==> src/rtl/conbus_pkg.sv <==
// Shared definitions for the round-robin shared-bus arbiter: master count,
// grant width, arbiter state encoding and the rotating-priority search.
`default_nettype none

package conbus_pkg;

    localparam int NMASTER = 5;
    localparam int GNT_W   = 3;

    typedef logic [1:0] state_t;

    localparam logic [1:0] ST_IDLE  = 2'd0;
    localparam logic [1:0] ST_GRANT = 2'd1;
    localparam logic [1:0] ST_ERR   = 2'd2;

    // First requester after cur, wrapping 4->0; returns cur when nobody else asks.
    function automatic logic [GNT_W-1:0] next_owner(
        input logic [GNT_W-1:0]   cur,
        input logic [NMASTER-1:0] req
    );
        int idx;
        next_owner = cur;
        for (int k = NMASTER - 1; k >= 1; k--) begin
            idx = int'(cur) + k;
            if (idx >= NMASTER) idx = idx - NMASTER;
            if (req[idx]) next_owner = GNT_W'(idx);
        end
    endfunction

endpackage

`default_nettype wire

==> src/rtl/conbus_wdt.sv <==
// Stall watchdog: counts enabled cycles and flags the cycle in which the
// count would reach TIMEOUT_CYCLES, then restarts from zero.
`default_nettype none

module conbus_wdt #(
    parameter int TIMEOUT_CYCLES = 1024
) (
    input  logic clk,
    input  logic rst,
    input  logic cnt_en_i,
    input  logic clr_i,
    output logic expired_o
);

    localparam int CW = $clog2(TIMEOUT_CYCLES + 1);

    logic [CW-1:0] cnt_q;
    logic [CW-1:0] cnt_d;

    // Expiry is decided one count early so the counter never holds TIMEOUT_CYCLES.
    assign expired_o = cnt_en_i && !clr_i && (cnt_q == CW'(TIMEOUT_CYCLES - 1));

    always_comb begin
        cnt_d = cnt_q;
        if (clr_i || expired_o) begin
            cnt_d = '0;
        end else if (cnt_en_i) begin
            cnt_d = cnt_q + CW'(1);
        end
    end

    always_ff @(posedge clk or posedge rst) begin
        if (rst) begin
            cnt_q <= '0;
        end else begin
            cnt_q <= cnt_d;
        end
    end

endmodule

`default_nettype wire

==> src/rtl/conbus_rrwd_arb.sv <==
// Round-robin arbiter for a 5-master shared bus with parking and an optional
// stall watchdog, built in when CONBUS_ARB_WATCHDOG_EN is defined.
`default_nettype none

module conbus_rrwd_arb
    import conbus_pkg::*;
#(
    parameter int TIMEOUT_CYCLES = 1024
) (
    input  logic               sys_clk,
    input  logic               sys_rst,
    input  logic [NMASTER-1:0] req,
    input  logic               stb,
    input  logic               ack,
    output logic [GNT_W-1:0]   gnt,
    output logic               err,
    output logic               busy
);

    if (TIMEOUT_CYCLES < 2 || TIMEOUT_CYCLES > 65535) begin : g_bad_timeout
        $error("conbus_rrwd_arb: TIMEOUT_CYCLES out of range 2..65535");
    end

    logic [GNT_W-1:0] gnt_q;
    logic [GNT_W-1:0] gnt_d;
    logic             owner_req;
    state_t           state;

    assign owner_req = req[gnt_q];

    // The owner keeps the bus while it holds cyc; otherwise rotate (or park).
    assign gnt_d = owner_req ? gnt_q : next_owner(gnt_q, req);

    always_ff @(posedge sys_clk or posedge sys_rst) begin
        if (sys_rst) begin
            gnt_q <= '0;
        end else begin
            gnt_q <= gnt_d;
        end
    end

`ifdef CONBUS_ARB_WATCHDOG_EN
    logic in_err_q;
    logic in_err_d;
    logic err_q;
    logic wdt_en;
    logic wdt_expired;

    assign state = (sys_rst || !owner_req) ? ST_IDLE :
                   (in_err_q ? ST_ERR : ST_GRANT);

    assign wdt_en = (state == ST_GRANT) && stb && !ack;

    conbus_wdt #(
        .TIMEOUT_CYCLES(TIMEOUT_CYCLES)
    ) u_wdt (
        .clk      (sys_clk),
        .rst      (sys_rst),
        .cnt_en_i (wdt_en),
        .clr_i    (!wdt_en),
        .expired_o(wdt_expired)
    );

    // ERR persists only while the offending owner still holds cyc.
    assign in_err_d = owner_req && (in_err_q || wdt_expired);

    always_ff @(posedge sys_clk or posedge sys_rst) begin
        if (sys_rst) begin
            in_err_q <= 1'b0;
            err_q    <= 1'b0;
        end else begin
            in_err_q <= in_err_d;
            err_q    <= wdt_expired;
        end
    end

    assign err = err_q;
`else
    logic unused_wdt_inputs;

    assign state             = (sys_rst || !owner_req) ? ST_IDLE : ST_GRANT;
    assign err               = 1'b0;
    assign unused_wdt_inputs = &{1'b0, stb, ack};
`endif

    assign gnt  = gnt_q;
    assign busy = (state != ST_IDLE);

endmodule

`default_nettype wire

==> config.mk <==
export PLATFORM = sky130hd
export DESIGN_NAME = conbus_rrwd_arb
export DESIGN_NICKNAME = d
export VERILOG_FILES = /design/src/rtl/conbus_pkg.sv /design/src/rtl/conbus_wdt.sv /design/src/rtl/conbus_rrwd_arb.sv
export SDC_FILE = /design/constraint.sdc
export NUM_CORES = 1
export LEC_CHECK = 0
export CORE_MARGIN = 8
export CORE_UTILIZATION = 35
export CTS_CLUSTER_DIAMETER = 60
export DETAILED_ROUTE_END_ITERATION = 8
export GPL_TIMING_DRIVEN = 0
export PLACE_DENSITY = 0.52
export SLEW_MARGIN = 20
export SYNTH_ARGS = -nofsm -noshare
export SYNTH_HDL_FRONTEND = slang
export SYNTH_SLANG_ARGS = --single-unit
==> constraint.sdc <==
create_clock -name sys_clk -period 3.7 [get_ports sys_clk]
set_input_delay 0.555 -clock sys_clk [delete_from_list [all_inputs] [get_ports sys_clk]]
set_output_delay 0.555 -clock sys_clk [all_outputs]
set_load 0.01 [all_outputs]
-- Yosys cells after proc, flatten, opt, wreduce, memory -nomap -nowiden
Cells that the tools add are included.
- flip-flop bits (word level): 3
- word-level logic and storage cells: 47
- output and inout port bits: 5
- mux-type cells: 23
- $lt $le $gt $ge: 9
- add/subtract/negate cells: 8
- reductions and logical operators: 5
- bitwise logic cells: 1
- operators with widths (operator ; count):
    $lt A32 B5 Y1 const B ; 4
    $mux W32 ; 4
    $sub A4 B3 Y5 const B ; 4
    $ge A4 B3 Y1 const B ; 4
    $bmux W1 S3 ; 5
    $mux W3 ; 4
    $mux W1 ; 10
    $add A3 B2 Y4 const B ; 2
    $add A3 B1 Y4 const B ; 1
    $add A3 B3 Y4 const B ; 1
    $lt A3 B4 Y1 const B ; 1
    $reduce_bool A4 Y1 ; 1
    $reduce_and A2 Y1 ; 1
    $reduce_bool A2 Y1 ; 1
    $logic_not A1 Y1 ; 1
    $logic_or A1 B1 Y1 ; 1
    $not A1 Y1 ; 1

-- Depth between registers and ports, before layout
- depth after elaboration: 10
- mapped depth: 14
- mapped depth without buffers: 10

-- Worst setup path after synthesis
No wires, ideal clock.
- path kind: register -> register
- from: reg gnt_q[0], in the netlist gnt[0]
- to: reg gnt_q[1], in the netlist gnt[1]
- cell stages (with the launch flop): 13
- path slack: 539 ps
- arrival time: 3033 ps
- required time: 3572 ps
- clock period less this slack: 3161 ps
- path through: dfrtp_1 buf_4 inv_2 buf_2 ha_1 xor2_1 a21oi_1 o22ai_2 mux2i_1 a21oi_1 a31o_1 o41ai_4 mux2_1
- longest elaborated chain between the ends: 9
- ends and longest elaborated chain (what ; RTL line ; source):
    start: declaration ; conbus_rrwd_arb.sv:24 ; logic [GNT_W-1:0] gnt_q;
    start signal: assignment ; conbus_rrwd_arb.sv:38 ; gnt_q <= gnt_d;
    $add A3 B2 Y4 ; conbus_pkg.sv:24 ; idx = int'(cur) + k;
    $sub A4 B3 Y5 / $ge A4 B3 Y1 (equally long branches) ; conbus_pkg.sv:25 ; if (idx >= NMASTER) idx = idx - NMASTER;
    $mux W32 ; conbus_pkg.sv:25 ;
    $bmux W1 S3 ; conbus_pkg.sv:26 ; if (req[idx]) next_owner = GNT_W'(idx);
    $mux W1 (implied by the code) (2 in a row) ; conbus_pkg.sv:26 ;
    $mux W3 (3 in a row) ; conbus_pkg.sv:26 ;
Several ways; a longest one is shown, not always the timed one. The select of a mux whose other input is x is not followed.
A chain may end at the register's enable or synchronous reset.

-- Worst setup path after layout
- from: reg gnt_q[0], in the netlist gnt[0]
- to: reg gnt_q[0], in the netlist gnt[0]
The elaborated chain is that of the path after synthesis.

==> results by group <==
Run status
  – Outcome: finished, final reports clean

Synth
  – Library cell with the highest instance count after synthesis: sky130_fd_sc_hd__nand2_1
  – Mean cell area of the mapped netlist: 7.47 µm²
  – Post-synth top area share: 12.2%
  – Cell types with the highest counts after synthesis: sky130_fd_sc_hd__nand2_1, sky130_fd_sc_hd__ha_1, sky130_fd_sc_hd__a21oi_1, sky130_fd_sc_hd__nor2_1, sky130_fd_sc_hd__o21ai_0
  – Leading post-synthesis cells by cell area: sky130_fd_sc_hd__ha_1, sky130_fd_sc_hd__mux2i_1, sky130_fd_sc_hd__dfrtp_1
  – Synth Warn #: 0
  – Cell Area, Synth: 1330 µm²
  – Post-synthesis cell count: 178
  – EDFF count, synth: 0
  – Count of unique library cells instantiated by Yosys: 58
  – Register area share after synthesis: 5.64%
  – Syn Nets: 200
  – #FFs+latches synth: 3
  – Most common flop cell mapped by yosys: sky130_fd_sc_hd__dfrtp_1
  – Post-synthesis async set-or-reset flop share: 100%
  – Cell accounting for the most synthesized area: sky130_fd_sc_hd__ha_1

Worst setup path
  – Combined buffer and inverter count along the critical path: 5
  – Worst-path fanout max: 13
  – Data required time of the critical path: 3.79 ns
  – Worst r2r path cells: 13
  – R2r setup slk: 0.28 ns
  – Kind of end point of the critical path: flop
  – Capturing instance or port of the critical path: gnt[0]
  – Total number of cells along the worst setup path: 13
  – Family of cells with the greatest summed delay on the critical path: buffers and inverters
  – Critical path data arrival time: 3.51 ns
  – Startpoint of the most critical register-to-register path: gnt[0]
  – Endpoint of the lowest-slack register-to-register path: gnt[0]
  – Beginning of the critical path: gnt[0]
  – Crit-path cells: buf_4 -> inv_2 -> clkbuf_4 -> ha_4 -> buf_2 -> clkbuf_2 -> nand3b_1 -> mux2i_1 -> nor2_1 -> o211ai_1 -> nand3_2 -> o41ai_4 -> mux2_1
  – Worst Setup Start Kind: flop
  – Largest stage delay on the critical path: 0.45 ns
  – Classification of the worst setup path: flop to flop
  – Critical path's slowest cell: sky130_fd_sc_hd__o41ai_4

Min path
  – Class of the worst hold path: input port to asynchronous set/reset pin

Placed design
  – Post-detail-place hpwl: 3.07 mm
  – Placed inst area: 1470 µm²
  – Placer congestion estimate: 0.925
  – Count of input and output buffers: 8
  – Minimum setup slack after placement: 0.0335 ns
  – Instance count after placement with tap cells included: 234

Timing
  – Pins over their slew limit: 0
  – Clock skew: 0.00383 ns
  – Achievable frequency: 292 MHz
  – RSZ-0062 raised after global routing: no
  – Slew @ Worst Pin: 0.551 ns
  – Setup total negative slack: 0 ns
  – Count of endpoints failing setup in the final report: 0
  – Final setup margin: 0.278 ns
  – Final count of hold timing violations: 0
  – Final critical-path share of the clock period: 92.5%
  – Crit path time final: 3.42 ns
  – Relative slew margins: 63.0%

GRT
  – Global router's overall resource usage: 13.1%
  – Largest net degree at the start of global routing: 14
  – Via count of the first global-routing pass: 1374
  – Remaining global-route overflow: 0
  – Initial antenna violation count: 0
  – Wire length of the first global-routing pass: 6.53 mm

Clock tree
  – TritonCTS clock tree: done
  – H-tree lvl count: 1
  – Number of clock buffers inserted by TritonCTS: 3
  – Count of clock tree sinks: 3
  – Insertion delay of the later-clocked pin in the worst-skew pair: 0.22 ns
  – Cell at the root of the clock tree: sky130_fd_sc_hd__clkbuf_8
  – CTS Buffer Depth: 2
  – Clock-pin slew of the registers on the worst-case setup and hold paths: 0.03 ns
  – Post-CTS Hold Buffers: 0

Routing
  – TritonRoute pass-1 iters: 4
  – Starting DRT DRC Count: 95
  – Highest routing layer actually used: met4
  – Final ANT Viol Nets: 0
  – Routed WL: 4.14 mm
  – Met3 WL post-DR: 128 µm
  – Vias per std cell: 5.93
  – Routed via count: 1440
  – Met2 Wirelength: 2.01 mm
  – Wirelength per Cell: 17.0 µm
  – DRC errors left: 0
  – Wire length the detailed router placed on met1: 1.90 mm

Final layout
  – N_diodes: 0
  – Layout Cells excl Fill: 243
  – Layout cells sized above 1: 16.9%
  – Signed area change from the synthesized netlist to the final layout: 19.5%
  – Final Net Count: 218
  – Area of all placed cells without fillers: 1590 µm²
  – Number of flip-flops in the largest register: 3

Die
  – Placeable Area: 3660 µm²
  – Die outline width: 77.6 µm
  – Standard-cell rows: 22
  – Die Footprint: 6030 µm²
  – Number of top-level design ports: 14
  – Vertical die dimension: 77.6 µm
  – Initial standard-cell utilization of the core: 36.3%

Flow run
  – Max-cap check violation count: 0
routing by layer:
layer,up-vias,global-route usage (%)
li1,708,-
met1,672,15.6
met2,49,22.5
met3,11,1.27
met4,0,7.36
met5,-,0
cells by family (layout without fill, tap and decap cells):
family                     after synthesis  after routing  share of synthesized area (%)
buffers and inverters                   19             36                           6.96
other                                    1              1                          0.282
xor gates and xnor gates                 5              5                           4.42
AOI/OAI and AO/OA                       59             59                           32.6
DFF                                      3              3                           5.64
muxes                                   15             15                           11.9
and+or+nand+nor                         63             63                           26.1
adders and majority gates               13             13                           12.2
per-stage QoR:
| stage | hold WS, ns | util (%) |
|---|---|---|
| 3_3_place_gp | 0.751 | 40.2 |
| 2_1_floorplan | 0.309 | - |
| 6_report | 0.539 | 43.4 |
| 4_1_cts | 0.542 | 41.4 |
| 3_5_place_dp | 0.767 | 40.2 |
| 5_1_grt | 0.571 | 43.4 |
final cells by class:
cell class / instances / area (µm²)
Clock buffer: 4 / 45.0
Fill cell: 381 / 2070
Tap cell: 48 / 60.1
Timing Repair Buffer: 13 / 118
Buffer: 12 / 70.1
Sequential cell: 3 / 77.6
Multi-Input combinational cell: 156 / 1190
Inverter: 7 / 26.3
how the worst min path moves through the flow:
stage | start | to | cells after the start
3_5_place_dp | sys_rst | gnt[1] | 2
3_3_place_gp | sys_rst | gnt[0] | 2
2_1_floorplan | sys_rst | gnt[0] | 1
6_report | sys_rst | gnt[2] | 2
5_1_grt | sys_rst | gnt[2] | 2
4_1_cts | sys_rst | gnt[2] | 2
cells in the final DEF, fill, tap and decap left out, drive strengths merged, types with 7 or more instances in the layout:
cell type	n
clkdlybuf4s50	8
inv	7
a21oi	11
buf	13
o21ai	10
mux2i	9
nand2	14
nor2	11
ha	13
clkbuf	8
what timing repair did:
action | 4_1_cts | 5_1_grt
setup buffers | 0 | 5
setup endpoints to repair | 0 | 3
resized for setup | 0 | 10
Power is not shown: default switching activity piles up to over one toggle a cycle in this logic, so the estimate is an artifact.
